`src/rtl/i2c_master.sv`:
```
// rtl/i2c_master.sv - single-transaction I2C master: START, address+R/W, ACK check, one byte, STOP
// Optional MASTER_AUTO_RESTART_EN: DONE lasts one tick, then a fresh transaction starts.
module i2c_master #(
  parameter logic [6:0] SLAVE_ADDR = 7'h50,
  parameter int         CLK_DIV    = 1
) (
  input  logic       clk,
  input  logic       rst,
  input  logic       rw,
  input  logic [7:0] data_in,
  output logic [7:0] data_out,
  output logic [2:0] state,
  output logic       sclk,
  input  logic       sda_in,
  output logic       sda_out
);

  localparam logic [2:0] S_IDLE  = 3'd0;
  localparam logic [2:0] S_ADDR  = 3'd1;
  localparam logic [2:0] S_WAIT  = 3'd2;
  localparam logic [2:0] S_READ  = 3'd3;
  localparam logic [2:0] S_WRITE = 3'd4;
  localparam logic [2:0] S_DONE  = 3'd5;

  localparam int TW = (CLK_DIV > 1) ? $clog2(CLK_DIV) : 1;

  logic [TW-1:0] tick_cnt_q, tick_cnt_d;
  logic          tick;
  logic [2:0]    state_q, state_d;
  logic          sclk_q, sclk_d;
  logic          sda_q, sda_d;
  logic [7:0]    data_out_q, data_out_d;
  logic [7:0]    shift_q, shift_d;
  logic [7:0]    wdata_q, wdata_d;
  logic          rw_q, rw_d;
  logic [2:0]    bit_cnt_q, bit_cnt_d;
  logic [1:0]    step_q, step_d;
  logic          ack_slot_q, ack_slot_d;
  logic          stop_q, stop_d;
  logic [7:0]    addr_byte;
  logic [2:0]    bit_nxt;
  logic          slot_state;

  assign tick       = (tick_cnt_q == TW'(CLK_DIV - 1));
  assign addr_byte  = {SLAVE_ADDR, rw_q};
  assign bit_nxt    = bit_cnt_q + 3'd1;
  assign slot_state = (state_q == S_ADDR) || (state_q == S_WAIT) ||
                      (state_q == S_READ) || (state_q == S_WRITE);

  always_comb begin
    tick_cnt_d = tick ? '0 : tick_cnt_q + TW'(1);
    state_d    = state_q;
    sclk_d     = sclk_q;
    sda_d      = sda_q;
    data_out_d = data_out_q;
    shift_d    = shift_q;
    wdata_d    = wdata_q;
    rw_d       = rw_q;
    bit_cnt_d  = bit_cnt_q;
    step_d     = step_q;
    ack_slot_d = ack_slot_q;
    stop_d     = stop_q;

    if (tick) begin
      if (stop_q) begin
        // STOP keeps the state code of the phase that requested it
        if (step_q == 2'd0) begin
          sclk_d = 1'b1;
          step_d = 2'd1;
        end else begin
          sda_d   = 1'b1;
          stop_d  = 1'b0;
          step_d  = 2'd0;
          state_d = S_DONE;
        end
      end else if (slot_state && !sclk_q) begin
        sclk_d = 1'b1;
      end else begin
        case (state_q)
          S_IDLE: begin
            case (step_q)
              2'd0: step_d = 2'd1;
              2'd1: begin
                sda_d  = 1'b0;
                step_d = 2'd2;
              end
              default: begin
                state_d   = S_ADDR;
                sclk_d    = 1'b0;
                sda_d     = SLAVE_ADDR[6];
                bit_cnt_d = 3'd0;
                step_d    = 2'd0;
                rw_d      = rw;
                wdata_d   = data_in;
              end
            endcase
          end
          S_ADDR: begin
            sclk_d = 1'b0;
            if (bit_cnt_q == 3'd7) begin
              state_d   = S_WAIT;
              sda_d     = 1'b1;
              bit_cnt_d = 3'd0;
            end else begin
              bit_cnt_d = bit_nxt;
              sda_d     = addr_byte[3'd7 - bit_nxt];
            end
          end
          S_WAIT: begin
            sclk_d = 1'b0;
            if (!sda_in) begin
              state_d = rw_q ? S_READ : S_WRITE;
              sda_d   = rw_q ? 1'b1 : wdata_q[7];
            end else begin
              stop_d = 1'b1;
              sda_d  = 1'b0;
            end
          end
          S_READ: begin
            sclk_d = 1'b0;
            if (ack_slot_q) begin
              ack_slot_d = 1'b0;
              stop_d     = 1'b1;
              sda_d      = 1'b0;
            end else begin
              shift_d = {shift_q[6:0], sda_in};
              sda_d   = 1'b1;
              if (bit_cnt_q == 3'd7) begin
                data_out_d = {shift_q[6:0], sda_in};
                ack_slot_d = 1'b1;
                bit_cnt_d  = 3'd0;
              end else begin
                bit_cnt_d = bit_nxt;
              end
            end
          end
          S_WRITE: begin
            sclk_d = 1'b0;
            if (ack_slot_q) begin
              // slave ACK after the data byte is not acted upon
              ack_slot_d = 1'b0;
              stop_d     = 1'b1;
              sda_d      = 1'b0;
            end else if (bit_cnt_q == 3'd7) begin
              ack_slot_d = 1'b1;
              sda_d      = 1'b1;
              bit_cnt_d  = 3'd0;
            end else begin
              bit_cnt_d = bit_nxt;
              sda_d     = wdata_q[3'd7 - bit_nxt];
            end
          end
          S_DONE: begin
`ifdef MASTER_AUTO_RESTART_EN
            state_d = S_IDLE;
`else
            state_d = S_DONE;
`endif
          end
          default: state_d = S_IDLE;
        endcase
      end
    end
  end

  always_ff @(posedge clk) begin
    if (!rst) begin
      tick_cnt_q <= '0;
      state_q    <= S_IDLE;
      sclk_q     <= 1'b1;
      sda_q      <= 1'b1;
      data_out_q <= 8'h00;
      shift_q    <= 8'h00;
      wdata_q    <= 8'h00;
      rw_q       <= 1'b0;
      bit_cnt_q  <= 3'd0;
      step_q     <= 2'd0;
      ack_slot_q <= 1'b0;
      stop_q     <= 1'b0;
    end else begin
      tick_cnt_q <= tick_cnt_d;
      state_q    <= state_d;
      sclk_q     <= sclk_d;
      sda_q      <= sda_d;
      data_out_q <= data_out_d;
      shift_q    <= shift_d;
      wdata_q    <= wdata_d;
      rw_q       <= rw_d;
      bit_cnt_q  <= bit_cnt_d;
      step_q     <= step_d;
      ack_slot_q <= ack_slot_d;
      stop_q     <= stop_d;
    end
  end

  assign data_out = data_out_q;
  assign state    = state_q;
  assign sclk     = sclk_q;
  assign sda_out  = sda_q;

endmodule

```
`config.mk`:
```
export PLATFORM = sky130hd
export DESIGN_NAME = i2c_master
export DESIGN_NICKNAME = d
export VERILOG_FILES = /design/src/rtl/i2c_master.sv
export SDC_FILE = /design/constraint.sdc
export NUM_CORES = 1
export LEC_CHECK = 0
export CORE_ASPECT_RATIO = 0.75
export CORE_MARGIN = 2
export CORE_UTILIZATION = 38
export DETAILED_ROUTE_END_ITERATION = 12
export PLACE_DENSITY = 0.69
export SYNTH_ARGS = -nofsm -noshare
export SYNTH_HDL_FRONTEND = slang
export SYNTH_SLANG_ARGS = --single-unit
```
`constraint.sdc`:
```
create_clock -name clk -period 3.25 [get_ports clk]
set_input_delay 0.325 -clock clk [delete_from_list [all_inputs] [get_ports clk]]
set_output_delay 0.325 -clock clk [all_outputs]
set_load 0.02 [all_outputs]
```
==> impl_metrics.tcl, run 1 <==
set metrics [dict create \
    finalSetupTns_ns 0 \
    path_class "reg -> reg" \
    place_area_sq_um 2220 \
    grt_max_degree 27 \
    numCtsBuffers 5 \
    ys_types 44 \
    slew-limit-headroom 0.572 \
    dr.pass1.iters 4 \
    worst_hold_slack_ns 0.449 \
    finalHoldViolations 0 \
    start_util 0.399 \
    post-route-util 0.470 \
    ys_seq_area_frac 0.377 \
    fin_crit_ns 2.11 \
    synth-async-reset-ratio 0 \
    finalMaxSlewViolations 0 \
    synth_cells 229 \
    rsz0062_at_grt "false" \
    nNetsFinal 260 \
    cp_cell_sequence "or3b_4 -> nor3_4 -> and2_1 -> nand2_1 -> a21boi_1" \
    drc 0 \
    intPower_uw 668 \
    switching_share 0.235 \
    clk_pin_slew_ns 0.07 \
    fp.dieH_um 66.3 \
    netlist_area_sq_um 1970 \
    route.antenna.remaining_nets 0 \
    hpwlAfterDp_um 2810 \
    end_kind "flip-flop" \
    p_sw_uw 205 \
    p_comb_frac 0.087 \
    ys_ff_latch 37 \
    cts_resized 0 \
    synth_nets 243 \
    clock_latency_ns 0.28 \
    num_rows 22 \
    cp_max_fo 13 \
    holdBufCountCts 0 \
    final_common_cell "dfxtp_1" \
    gr-total-overflow 0 \
    design_area_sq_um 2310 \
    finalCritPeriodShare 0.649 \
    die_w_um 87.1 \
    p_per_area_nw_per_um2 378 \
    setup_viol 0 \
    drive_gt1_frac 0.0732 \
    grt_usage 0.146 \
    clockBufferDepth 2 \
    synth_enable_flop_cells 0 \
    diodes 0 \
    grt_pass1_vias 1465 \
    critical_path.startpoint_type "flip-flop" \
    via_per_inst 5.19 \
    hold_class "reg -> reg" \
    boundaryPins 25 \
    synth_ff_type "dfxtp_1" \
    final_cell_mix "dfxtp_1, nand2_1, mux2i_1, clkdlybuf4s50_1, nor2b_1" \
    crit_path_max_incr_delay_ns 0.55 \
    cts_tree "done" \
    synth.avg_cell_area_sq_um 8.59 \
    ir_drop_uv 208 \
    nFillCells 485 \
    finalPower_uw 874 \
    vias 1589 \
    cts.sinks 37 \
    antenna_found_initial 0 \
    cap_violations 0 \
    grt_pass1_wl_um 6670 \
    yosys_warnings 0 \
    dieArea_sq_um 5770 \
    clock_skew_ns 0.00938 \
    slowest_stage "dfxtp_1" \
    port_buffers 24 \
    coreArea_sq_um 4930 \
    clockPowerShare 0.373 \
    drt_iter0_markers 100 \
    place_congestion 0.762 \
    crit_required_ns 3.46 \
    clock-root-buffer "clkbuf_8" \
    cts_setup_buffers 0 \
    status "finished, final reports clean" \
    wl_per_cell_um 12.9 \
    pwr-share-seq 0.541 \
    clock.fmax_ghz 0.474 \
    worstPathArrival_ns 2.32 \
    syn2layout_area_growth_pct 17.7 \
    htree_num_levels 2 \
    worstMarginPinSlew_ns 0.640 \
    p_leak_nw 0.814 \
    drt_wl_total_um 3960 \
]
synth_stat cells, types with 2 or more instances:
master     number  area share
a21boi_1        8       0.031
clkbuf_1       10       0.019
o221a_2         2       0.011
nor3_1          3      0.0076
nor2_1         13       0.025
o21ai_0         7       0.018
nand2_1        28       0.053
dfxtp_1        37        0.38
o211ai_1        3       0.011
a22oi_1         3       0.011
a31oi_1         2      0.0064
or2_2           3      0.0095
nand3_1         6       0.015
nor2b_1        22       0.070
buf_2           4       0.010
mux2i_1        25        0.13
inv_1           4      0.0076
a21boi_0        2      0.0076
nand2b_1        6       0.019
o22ai_1         2      0.0064
nand3b_1        3       0.011
a21oi_1        11       0.028
and2_1          2      0.0064
ha_1            2       0.013
nand4bb_1       2       0.011
per-stage QoR:
step           worst slack, ns  cells
5_1_grt                  0.972    306
4_1_cts                   1.13    306
6_report                  1.14    306
3_3_place_gp              1.16    299
2_1_floorplan             1.43    229
3_5_place_dp              1.15    299
worst max-delay path: cells and delay by family, from the launching register on:
kind / cells / cell delay, ns
compound gates: 1 / 0.13
simple gates: 4 / 1.36
flops: 1 / 0.55
flip-flops by register name (all words and copies together) (netlist names):
| signal | count |
|---|---|
| sda_out | 1 |
| stop_q | 1 |
| step_q | 2 |
| sclk | 1 |
| bit_cnt_q | 3 |
| shift_q | 7 |
| state | 3 |
| ack_slot_q | 1 |
| data_out | 8 |
| wdata_q | 8 |
| tick_cnt_q | 1 |
| rw_q | 1 |
path summary, 6_finish.rpt:
kind | start | to | slack [ns] | cells past startpoint
setup / recovery | sclk$_SDFFE_PN1P_ | data_out[4]$_SDFFE_PN0P_ | 1.14 | 5
hold / removal | shift_q[6]$_SDFFE_PN0P_ | data_out[7]$_SDFFE_PN0P_ | 0.45 | 2
setup reg to reg | sclk$_SDFFE_PN1P_ | data_out[4]$_SDFFE_PN0P_ | 1.14 | 5
hold reg to reg | shift_q[6]$_SDFFE_PN0P_ | data_out[7]$_SDFFE_PN0P_ | 0.45 | 2
power by group through the flow:
| stage | Sequential, mW | Clock (mW) | Combinational (mW) |
|---|---|---|---|
| floorplan | 0.477 | 0 | 0.0526 |
| detailed placement | 0.483 | 0 | 0.0756 |
| global placement | 0.483 | 0 | 0.0750 |
| finish | 0.473 | 0.326 | 0.0757 |
| CTS | 0.472 | 0.330 | 0.0758 |
| global route | 0.474 | 0.351 | 0.0827 |
kinds of logic after synthesis:
family / count (synthesis) / synth area share
xor+xnor: 1 / 0.00445
flops: 37 / 0.377
buf+inv: 19 / 0.0407
compound gates: 48 / 0.166
mux: 26 / 0.133
fa+ha+maj: 2 / 0.0127
other cells: 1 / 0.00191
simple gates: 95 / 0.265
routing by layer:
layer	wire, um	vias to the layer above	GRT usage
met3	211	2	0.0387
li1	-	836	-
met4	8	0	0.0313
met2	1640	37	0.229
met5	0	-	0
met1	2100	714	0.200
final cells by class:
cell class | instances | area, sq um | share of cell area
Clock buffer | 6 | 82.6 | 0.0357
Clock inverter | 1 | 7.51 | 0.00324
Inverter | 4 | 15.0 | 0.00649
Multi-Input combinational cell | 173 | 1150 | 0.495
Sequential cell | 37 | 741 | 0.320
Tap cell | 60 | 75.1 | 0.0324
Timing Repair Buffer | 25 | 248 | 0.107
Note: power is estimated with default switching activity, not from simulation.
==> run 2: changes to the inputs <==
Clock period 3.25 ns to 2.11 ns, I/O delays scaled along.
==> impl_metrics.tcl, run 2 (synthesis results as in run 1) <==
set metrics [dict create \
    fin_cells 317 \
    coreArea_sq_um 4930 \
    nNetsFinal 270 \
    critical_path.startpoint_type "flip-flop" \
    worst_hold_slack_ns 0.454 \
    boundaryPins 25 \
    hold_class "reg -> reg" \
    pwr-share-seq 0.483 \
    die_w_um 87.1 \
    fin_crit_ns 1.96 \
    met2_usage 0.234 \
    pre_cts_ws_ns 0.190 \
    slowest_stage "dfxtp_1" \
    clockPowerShare 0.428 \
    port_buffers 24 \
    holdBufCountCts 0 \
    grt_busiest_layer "met2" \
    dp.cells 309 \
    numCtsBuffers 5 \
    dieArea_sq_um 5770 \
    fp.dieH_um 66.3 \
    multi_input_area_sq_um 1150 \
    design_area_sq_um 2420 \
    worstPathArrival_ns 2.14 \
    cts_tree "done" \
    ir_drop_uv 261 \
    htree_num_levels 2 \
    path_class "reg -> reg" \
    crit_top_cell "ha_1" \
    nFillCells 468 \
    use_met1 0.231 \
    finalHoldViolations 0 \
    start_util 0.399 \
    place_area_sq_um 2300 \
    finalMaxSlewViolations 0 \
    cp_max_fo 7 \
    diodes 0 \
    dr.pass1.iters 4 \
    status "finished, final reports clean" \
    grt_pass1_wl_um 7460 \
    hpwlAfterDp_um 3080 \
    layout_setup_ws_ns 0.154 \
    p_comb_frac 0.088 \
    switching_share 0.222 \
    wl_per_cell_um 13.6 \
    place_congestion 0.878 \
    cap_violations 0 \
    drc 0 \
    end_kind "flip-flop" \
    p_sw_uw 331 \
    cts_resized 0 \
    post-route-util 0.490 \
    crit_end "state[0]$_SDFFE_PN0P_" \
    clock.fmax_ghz 0.511 \
    reg2reg_to "state[0]$_SDFFE_PN0P_" \
    crit_required_ns 2.30 \
    r2r_slack_ns 0.15 \
    grt_pass1_vias 1561 \
    clock-root-buffer "clkbuf_8" \
    syn2layout_area_growth_pct 22.8 \
    grt_max_degree 34 \
    finalPower_mw 1.49 \
    rsz0062_at_grt "false" \
    p_per_area_nw_per_um2 618 \
    clock_latency_ns 0.29 \
    met3_usage 0.0474 \
    final-seq-area_sq_um 741 \
    r2r_cells 7 \
    via_per_inst 5.24 \
    vias 1662 \
    worstSetupStartpoint "bit_cnt_q[0]$_SDFFE_PN0P_" \
    cp_cell_sequence "ha_1 -> ha_1 -> nand3b_1 -> a21oi_1 -> nor2_1 -> mux2_2 -> o221a_2" \
    cts_setup_buffers 0 \
    final_common_cell "dfxtp_1" \
    intPower_mw 1.16 \
    drive_gt1_frac 0.109 \
    finalSetupTns_ns 0 \
    clock_skew_ns 0.00400 \
    antenna_found_initial 0 \
    gr-total-overflow 0 \
    crit_path_max_incr_delay_ns 0.37 \
    clockBufferDepth 2 \
    setup_viol 0 \
    finalCritPeriodShare 0.927 \
    cts.sinks 37 \
    drt_iter0_markers 70 \
    clk_pin_slew_ns 0.07 \
    final_cell_mix "dfxtp_1, nand2_1, mux2i_1, clkdlybuf4s50_1, nor2b_1" \
    r2r_start "bit_cnt_q[0]$_SDFFE_PN0P_" \
    drt_wl_total_um 4300 \
    num_rows 22 \
    worstMarginPinSlew_ns 0.540 \
    grt_usage 0.164 \
    slew-limit-headroom 0.639 \
    route.antenna.remaining_nets 0 \
    p_leak_nw 0.879 \
]
run 2: power groups by stage:
| stage | sequential [mW] | clock (mW) | combinational [mW] |
|---|---|---|---|
| floorplan | 0.735 | 0 | 0.0810 |
| global placement | 0.736 | 0 | 0.131 |
| detailed placement | 0.737 | 0 | 0.131 |
| CTS | 0.720 | 0.654 | 0.132 |
| global route | 0.722 | 0.689 | 0.145 |
| finish | 0.721 | 0.639 | 0.132 |
run 2: cell type report:
cell class	instances	share of cell area
Timing Repair Buffer	35	0.134
Multi-Input combinational cell	173	0.474
Clock inverter	1	0.0124
Sequential cell	37	0.307
Inverter	4	0.00621
Clock buffer	7	0.0357
Tap cell	60	0.0311
run 2: layer usage:
layer | up-vias | part of all wire
li1 | 854 | -
met1 | 745 | 0.51
met2 | 55 | 0.41
met3 | 8 | 0.065
met4 | 0 | 0.013
met5 | - | 0
run 2: how the worst min path moves through the flow:
stage,start,to,slack (ns),cells after the start
after floorplan,sda_in,data_out[0]$_SDFFE_PN0P_,0.35,2
after global placement,data_out[5]$_SDFFE_PN0P_,data_out[5]$_SDFFE_PN0P_,0.44,2
after detailed placement,data_out[6]$_SDFFE_PN0P_,data_out[6]$_SDFFE_PN0P_,0.44,2
after CTS,data_out[6]$_SDFFE_PN0P_,data_out[6]$_SDFFE_PN0P_,0.45,2
after global routing,data_out[4]$_SDFFE_PN0P_,data_out[4]$_SDFFE_PN0P_,0.48,2
final,data_out[6]$_SDFFE_PN0P_,data_out[6]$_SDFFE_PN0P_,0.45,2
run 2: critical path: cells and delay by family, from the launching register on:
family | cells | cell delay, ns
flip-flops | 1 | 0.37
adder cells (fa/ha/maj) | 2 | 0.42
multiplexers | 1 | 0.37
AO/OA/AOI/OAI | 2 | 0.34
AND/OR/NAND/NOR | 2 | 0.37
